## src/rtl/f_fetch_ctrl.sv

```systemverilog
// ---------------------------------------------------------------------------
// f_fetch_ctrl
//
// Fetch sequencer for the P7 pipeline. Owns the F-stage PC, keeps at most one
// request outstanding on a variable-latency instruction memory port, buffers
// the returned instruction for the D stage (valid/ready), and applies branch,
// eret and exception redirects.
//
// Ports
//   clk            clock
//   reset          asynchronous reset, active low
//   req            exception/interrupt flush (redirect to EXC_PC)
//   eret_i         eret flush (redirect to epc_i)
//   epc_i          eret return PC
//   br_taken_i     branch/jump resolved taken in D
//   br_target_i    branch/jump target
//   d_ready_i      D stage accepts the held slot
//   F_PC           PC of the instruction in flight or held
//   instr_o        held instruction (0 for a fetch fault)
//   instr_valid_o  instr_o / F_PC valid to D
//   exc_adel_o     held slot is an address-error fetch fault
//   imem_req_o     memory request (high exactly in ISSUE)
//   imem_addr_o    request address (always F_PC)
//   imem_gnt_i     request accepted this cycle
//   imem_rvalid_i  response valid
//   imem_rdata_i   response data
// ---------------------------------------------------------------------------
module f_fetch_ctrl #(
    parameter logic [31:0] RESET_PC = 32'h0000_3000,
    parameter logic [31:0] EXC_PC   = 32'h0000_4180,
    parameter logic [31:0] IMEM_LO  = 32'h0000_3000,
    parameter logic [31:0] IMEM_HI  = 32'h0000_6FFC
) (
    input  logic        clk,
    input  logic        reset,
    input  logic        req,
    input  logic        eret_i,
    input  logic [31:0] epc_i,
    input  logic        br_taken_i,
    input  logic [31:0] br_target_i,
    input  logic        d_ready_i,
    output logic [31:0] F_PC,
    output logic [31:0] instr_o,
    output logic        instr_valid_o,
    output logic        exc_adel_o,
    output logic        imem_req_o,
    output logic [31:0] imem_addr_o,
    input  logic        imem_gnt_i,
    input  logic        imem_rvalid_i,
    input  logic [31:0] imem_rdata_i
);

    typedef enum logic [1:0] {
        ST_ISSUE = 2'd0,   // request presented, waiting for grant
        ST_WAIT  = 2'd1,   // granted, waiting for response
        ST_HOLD  = 2'd2,   // slot buffered and shown to D
        ST_DRAIN = 2'd3    // killed request still owes a response
    } state_t;

    state_t      state_reg;
    logic [31:0] pc_reg;
    logic [31:0] instr_reg;
    logic        valid_reg;
    logic        adel_reg;
    logic        br_pend_reg;
    logic [31:0] br_tgt_reg;
    logic [31:0] flush_tgt_reg;

    logic        flush;
    logic [31:0] flush_pc;
    logic        handshake;
    logic [31:0] seq_pc;
    logic        redir;
    logic [31:0] redir_pc;
    logic        redir_legal;

    function automatic logic pc_legal(input logic [31:0] pc);
        return (pc[1:0] == 2'b00) && (pc >= IMEM_LO) && (pc <= IMEM_HI);
    endfunction

    assign flush     = req | eret_i;
    assign flush_pc  = req ? EXC_PC : epc_i;
    assign handshake = valid_reg & d_ready_i;
    // F_PC + 4 wraps modulo 2^32; the range check then turns it into a fault.
    assign seq_pc    = br_pend_reg ? br_tgt_reg : (pc_reg + 32'd4);

    // Decide whether the controller moves to a new PC this cycle, and which.
    // A redirect always lands in ISSUE (legal PC) or a faulting HOLD slot.
    always_comb begin
        redir    = 1'b0;
        redir_pc = pc_reg;
        case (state_reg)
            ST_ISSUE: begin
                // Without a grant nothing was accepted, so the request can
                // simply be withdrawn. With a grant the memory owes data.
                if (flush && !imem_gnt_i) begin
                    redir    = 1'b1;
                    redir_pc = flush_pc;
                end
            end
            ST_WAIT: begin
                // Response arriving together with the flush is just dropped.
                if (flush && imem_rvalid_i) begin
                    redir    = 1'b1;
                    redir_pc = flush_pc;
                end
            end
            ST_HOLD: begin
                // Flush beats a same-cycle handshake.
                if (flush) begin
                    redir    = 1'b1;
                    redir_pc = flush_pc;
                end else if (handshake) begin
                    redir    = 1'b1;
                    redir_pc = seq_pc;
                end
            end
            ST_DRAIN: begin
                // A flush landing on the same cycle as the stale response
                // wins over the older stored target.
                if (imem_rvalid_i) begin
                    redir    = 1'b1;
                    redir_pc = flush ? flush_pc : flush_tgt_reg;
                end
            end
            default: begin
                redir    = 1'b0;
                redir_pc = pc_reg;
            end
        endcase
    end

    assign redir_legal = pc_legal(redir_pc);

    always_ff @(posedge clk or negedge reset) begin
        if (!reset) begin
            state_reg     <= ST_ISSUE;
            pc_reg        <= RESET_PC;
            instr_reg     <= 32'd0;
            valid_reg     <= 1'b0;
            adel_reg      <= 1'b0;
            br_pend_reg   <= 1'b0;
            br_tgt_reg    <= 32'd0;
            flush_tgt_reg <= 32'd0;
        end else begin
            // Pending-branch bookkeeping. A branch resolved in the same cycle
            // as a handshake belongs to the next slot, so it re-arms br_pend
            // after the handshake has consumed the previous one.
            if (flush) begin
                br_pend_reg   <= 1'b0;
                flush_tgt_reg <= flush_pc;
            end else if (br_taken_i) begin
                br_pend_reg <= 1'b1;
                br_tgt_reg  <= br_target_i;
            end else if (handshake) begin
                br_pend_reg <= 1'b0;
            end

            if (redir) begin
                pc_reg <= redir_pc;
                if (redir_legal) begin
                    state_reg <= ST_ISSUE;
                    valid_reg <= 1'b0;
                    adel_reg  <= 1'b0;
                end else begin
                    // Illegal PC: never reaches the bus, shown as a nop fault.
                    state_reg <= ST_HOLD;
                    instr_reg <= 32'd0;
                    valid_reg <= 1'b1;
                    adel_reg  <= 1'b1;
                end
            end else begin
                case (state_reg)
                    ST_ISSUE: begin
                        if (imem_gnt_i) begin
                            state_reg <= flush ? ST_DRAIN : ST_WAIT;
                        end
                    end
                    ST_WAIT: begin
                        if (flush) begin
                            state_reg <= ST_DRAIN;
                        end else if (imem_rvalid_i) begin
                            state_reg <= ST_HOLD;
                            instr_reg <= imem_rdata_i;
                            valid_reg <= 1'b1;
                            adel_reg  <= 1'b0;
                        end
                    end
                    default: begin
                        // HOLD and DRAIN only leave via a redirect.
                        state_reg <= state_reg;
                    end
                endcase
            end
        end
    end

    assign F_PC          = pc_reg;
    assign instr_o       = instr_reg;
    assign instr_valid_o = valid_reg;
    assign exc_adel_o    = adel_reg;
    assign imem_req_o    = (state_reg == ST_ISSUE);
    assign imem_addr_o   = pc_reg;

endmodule

```

## config.mk

```make
export PLATFORM = sky130hd
export DESIGN_NAME = f_fetch_ctrl
export DESIGN_NICKNAME = d
export VERILOG_FILES = /design/src/rtl/f_fetch_ctrl.sv
export SDC_FILE = /design/constraint.sdc
export NUM_CORES = 1
export LEC_CHECK = 0
export CORE_ASPECT_RATIO = 0.6
export CORE_MARGIN = 2
export CORE_UTILIZATION = 35
export DETAILED_ROUTE_END_ITERATION = 7
export PLACE_DENSITY = 0.55
export SLEW_MARGIN = 15
export SYNTH_ARGS = -nofsm -noshare
export SYNTH_HDL_FRONTEND = slang
export SYNTH_SLANG_ARGS = --single-unit
export TNS_END_PERCENT = 20
```

## constraint.sdc

```tcl
create_clock -name clk -period 4.3 [get_ports clk]
set_input_delay 1.075 -clock clk [delete_from_list [all_inputs] [get_ports clk]]
set_output_delay 1.075 -clock clk [all_outputs]
set_load 0.01 [all_outputs]
```

Word-level counts from Yosys, hierarchy flattened
Index checks and enable logic that the tools add are counted.
Widths: inputs -> output; s select.
{"block": "word_totals", "out_inout_bits": 99, "regBits": 133, "input_bits": 104}
{"block": "op_classes", "reduce_logical": 15, "order_cmp": 2, "n_addsub": 1, "n_eq_ne": 7, "bitwise": 3, "muxes": 39}
{"operator": "$mux 32", "n": 13}
{"operator": "$pmux 32 s4", "n": 1}
{"operator": "$add 32x3->32 const B", "n": 1}
{"operator": "$ge 32x14->1 const B", "n": 1}
{"operator": "$le 32x15->1 const B", "n": 1}
{"operator": "$mux 1", "n": 17}
{"operator": "$mux 2", "n": 6}
{"operator": "$reduce_and 3->1", "n": 2}
{"operator": "$reduce_bool 3->1", "n": 2}
{"operator": "$eq 2x2->1 const B", "n": 2}
{"operator": "$logic_and 1x1->1", "n": 4}
{"operator": "$logic_not 2->1", "n": 2}
{"operator": "$ne 4x4->1 const B", "n": 1}
{"operator": "$pmux 1 s4", "n": 1}
{"operator": "$pmux 2 s2", "n": 1}
{"operator": "$reduce_and 4->1", "n": 1}
{"operator": "$reduce_bool 2->1", "n": 2}
{"operator": "$ne 3x1->1 const B", "n": 1}
{"operator": "$eq 2x1->1 const B", "n": 1}
{"operator": "$ne 2x1->1 const B", "n": 1}
{"operator": "$ne 2x2->1 const B", "n": 1}
{"operator": "$reduce_and 2->1", "n": 1}
{"operator": "$and 1x1->1", "n": 1}
{"operator": "$logic_not 1->1", "n": 1}
{"operator": "2 further kinds", "n": 2}

Longest topological paths before layout
Gate-level depths: netlist of run 1.
{"block": "depth", "ltp_word": 10, "depth_mapped": 14, "mapped_depth_nobuf": 10}

Least setup slack after synthesis of run 1
OpenSTA, ideal clock, no wires.
{"block": "synth_timing", "kind": "in2reg", "start": "input port eret_i", "end": "register instr_reg[1] (netlist: instr_o[1])", "required_ns": 4.235, "arrival_ns": 3.449, "setup_ns": 0.065, "path_stages": 12, "path_slack_ns": 0.785, "cell_sequence": "buf_6 > buf_6 > nor2_4 > nor3_2 > mux2_2 > a21oi_1 > nand4_1 > nor4_2 > and4_4 > o21bai_4 > buf_6 > a22o_2"}
{"block": "synth_via", "elab_chain_len": 9, "word_cells_on_any_way": 24, "cone_classes": "order compare (2); eq/ne (2); mux (11); bitwise (1); reduce/logical (8)"}
{"item": "start: declaration", "line": "37", "rtl": "input logic eret_i,"}
{"item": "$or 1x1->1 *", "line": "81", "rtl": "assign flush = req | eret_i;"}
{"item": "$mux 32, or another cell as far along"}
{"item": "$mux 32 (on tied branches)", "line": "121, 103, 96"}
{"item": "$pmux 32 s4", "line": "92", "rtl": "case (state_reg)"}
{"item": "$ge 32x14->1 / $logic_not 2->1 (equally long branches)", "line": "78", "rtl": "return (pc[1:0] == 2'b00) && (pc >= IMEM_LO) && (pc <= IMEM_HI);"}
{"item": "$logic_and 1x1->1 (2 in a row)", "line": "78"}
{"item": "$ne 2x2->1 (no source line)"}
{"item": "$reduce_and 4->1 (no source line)"}
{"item": "end signal: assignment", "line": "184", "rtl": "instr_reg <= imem_rdata_i;"}
{"item": "end: declaration", "line": "62", "rtl": "logic [31:0] instr_reg;"}
Mark *: on every way between the ends. The rest lies on a longest branch, timed or not.
A chain may end at the register's enable or synchronous reset.

Worst setup path in the final report of run 1
{"block": "layout_timing", "start": "input port eret_i", "end": "register instr_reg[11] (netlist: instr_o[11])"}
Same word-level chain as after synthesis.

==> results.toml, run 1 <==
[run_status]
status = "finished clean"

[global_routing]
grt_max_degree = 71
antenna_found_initial = 0
grt_pass1_wl_um = 58300
first_global_vias = 8492
overflow = 0
grt_usage_pct = 30.1

[worst_setup_path]
crit_buf_inv = 3
crit_top_cell = "buf_4"
cp_top_family = "compound AO/OA/AOI/OAI gates"
crit_slowest_cell = "a2111oi_0"
crit_fanout = 26
path_cells = "buf_4 > or2_0 > a31oi_1 > a31o_1 > a221oi_1 > o211ai_1 > a2111oi_0 > buf_4 > and4_4 > o21bai_4 > buf_12 > a22o_2"
cpPeakStageDelay_ps = 620
end_kind = "flip-flop"
cp.arrival_ps = 4580
start_kind = "primary input"
crit_required_ps = 4670
worst-setup-path-type = "in2reg"

[synth]
synth_warnings = 0
ys_seq_area_share_pct = 38.2
synth.top_cell.area_share_pct = 37.6
yosysUniqueCellTypes = 87
ys_seq_elements = 133
synth.top_cells.by_area = "dfrtp_1, mux2_2, mux2i_1"
synth_commonest_cells = "dfrtp_1, nor2_1, a21oi_1"
yosysTopAreaCell = "dfrtp_1"
synth_area_sq_um = 8720
synth-edff-count = 0
avgSynthCellArea_sq_um = 9.35
synthCells = 933
yosysMostFrequentCell = "dfrtp_1"
synthSimpleGateAreaFrac_pct = 18.9
synth_mux_area_share_pct = 9.86
synth-xor-area-share_pct = 0.602
async_flop_share_pct = 100
syn_nets = 1038
synth-main-ff-cell = "dfrtp_1"
synth_top_family_by_area = "compound AO/OA/AOI/OAI gates"
synth_compound_area_share_pct = 23.4
synthAdderAreaFrac_pct = 0.143

[power]
p_leak_nw = 4.93
clkPwrFrac_pct = 40.8
internal-power_mw = 2.82
seq_power_share_pct = 37.1
swShare_pct = 29.7
power_density_nw_per_um2 = 333
worst_ir_drop_vdd_uv = 211
power_frac_comb_pct = 22.1
p_total_mw = 4.01
p_sw_mw = 1.19

[layout]
utilization_pct = 49.6
instances_no_fill = 1486
fin_nets = 1256
layout-drive-gt1-share_pct = 20.7
antenna_cells = 0
syn_to_final_growth_pct = 38.2

[sta]
hold_viol = 0
whs_ps = 497
tightest_slew_ps = 812
finalMaxSlewViolations = 0
skew_ps = 13.7
post-route-period-util_pct = 97.9
maxSlewHeadroom_pct = 45.2
setup_viol = 0
fmax_ghz = 0.237
min_period_ps = 4210
rsz0062_at_grt = "false"
tns_ps = 0

[cts]
clock_sinks = 133
postCtsHoldBufs = 0
cts_root_buf = "clkbuf_16"
htreeDepth = 4
cts_tree = "done"
path_clk_slew_ps = 60
cts_setup_buffers = 0
ctsResizeCount = 0
cts_buffer_depth = 2
numCtsBuffers = 17
worstSkewPairLatency_ps = 440

[floorplanning]
start_util_pct = 35.8
ios = 203
die_area_sq_um = 26200
die_h_um = 126
placementRows = 44
coreArea_sq_um = 24300
die_w_um = 208

[detailed_routing]
drtIter0Drc = 1393
drt_first_pass_iters = 6
dr_total_vias = 9039
ant_nets = 0
wl_um = 39500
via_per_inst = 6.08
drc = 0
post_drt_wl_per_cell_um = 26.6

[run]
drv_cap = 0

[placed_design]
dpl.cell_count = 1454
place_congestion = 0.983
port_buffers = 202
hpwl_um = 30100

[min_path]
hold_path_class = "reg2reg"
layer usage:
metal	track usage, %	part of all wire, %	up-vias	wire, um
li1	-	-	3946	-
met1	46.0	47	4387	18400
met2	36.3	37	654	14400
met3	15.4	16	52	6150
met4	5.97	1.2	0	464
met5	0	0	-	0
cell families (layout without fill, tap and decap cells):
| kind of cell | count (synthesis) | count (layout) |
|---|---|---|
| buffers and inverters | 143 | 374 |
| xor gates and xnor gates | 6 | 6 |
| muxes | 81 | 81 |
| DFF | 133 | 133 |
| AOI/OAI and AO/OA | 270 | 270 |
| and+or+nand+nor | 299 | 299 |
| adders and majority gates | 1 | 1 |
final cells by class:
type | count | area, sq um
Clock buffer | 22 | 484
Fill cell | 2296 | 12300
Multi-Input combinational cell | 657 | 4620
Clock inverter | 10 | 169
Inverter | 27 | 101
Tap cell | 322 | 403
Sequential cell | 133 | 3330
Timing Repair Buffer | 315 | 2950
path summary, 6_finish.rpt:
path | start | end | slack [ps] | cells after the start
worst max-delay path | eret_i | instr_o[11]$_DFFE_PN0P_ | 90 | 12
worst min-delay path | instr_o[13]$_DFFE_PN0P_ | instr_o[13]$_DFFE_PN0P_ | 500 | 1
worst max register to register | F_PC[22]$_DFFE_PN0P_ | instr_o[11]$_DFFE_PN0P_ | 300 | 11
worst min register to register | instr_o[13]$_DFFE_PN0P_ | instr_o[13]$_DFFE_PN0P_ | 500 | 1
max in group asynchronous | reset | instr_o[22]$_DFFE_PN0P_ | 2870 | 2
min in group asynchronous | reset | br_tgt_reg[11]$_DFFE_PN0P_ | 610 | 1
metrics by stage:
step | setup WS (ps) | instance area [sq um]
2_1_floorplan | 785 | 8720
3_3_place_gp | -19.8 | 11400
3_5_place_dp | -111 | 11400
4_1_cts | 321 | 12100
5_1_grt | 26.0 | 12100
6_report | 89.3 | 12100
power groups by stage:
stage | sequential (mW) | combinational, mW | clock (mW)
2_1_floorplan | 1.45 | 0.429 | 0
3_3_place_gp | 1.50 | 0.861 | 0
3_5_place_dp | 1.50 | 0.861 | 0
4_1_cts | 1.48 | 0.864 | 1.66
5_1_grt | 1.50 | 0.934 | 1.72
6_report | 1.49 | 0.888 | 1.64
cell usage in the layout, fill, tap and decap left out, types with 5 or more instances in the layout:
cell	count
a22o_1	12
a311oi_1	8
clkdlybuf4s50_1	199
nand2_1	51
a221oi_1	16
nand4_1	18
and4_1	7
nand2b_1	19
a31oi_1	11
a221o_1	7
nand3_1	25
nor2b_1	14
o21ai_0	33
a21oi_1	52
clkbuf_16	17
a22o_2	22
nor2_1	66
mux2i_1	42
and2_1	10
nor3_1	29
o31ai_1	5
or3_1	9
buf_4	107
o221ai_1	16
o32ai_1	5
o22ai_1	9
nor3b_1	5
inv_1	25
nor4_1	9
buf_12	7
a211oi_1	7
a211o_1	6
dfrtp_1	131
mux2_2	39
a2bb2oi_1	6
o221a_2	5
o311ai_0	7
No activity file was read; power rests on OpenSTA's default activity.
==> inputs of run 2 (changes only) <==
--- a/config.mk
+++ b/config.mk
@@ -10,7 +10,7 @@
 export CORE_UTILIZATION = 35
 export DETAILED_ROUTE_END_ITERATION = 7
 export PLACE_DENSITY = 0.55
-export SLEW_MARGIN = 15
+export SLEW_MARGIN = 20
 export SYNTH_ARGS = -nofsm -noshare
 export SYNTH_HDL_FRONTEND = slang
 export SYNTH_SLANG_ARGS = --single-unit
==> results of run 2 <==
Final layout, timing and power as in run 1 (identical DEF).
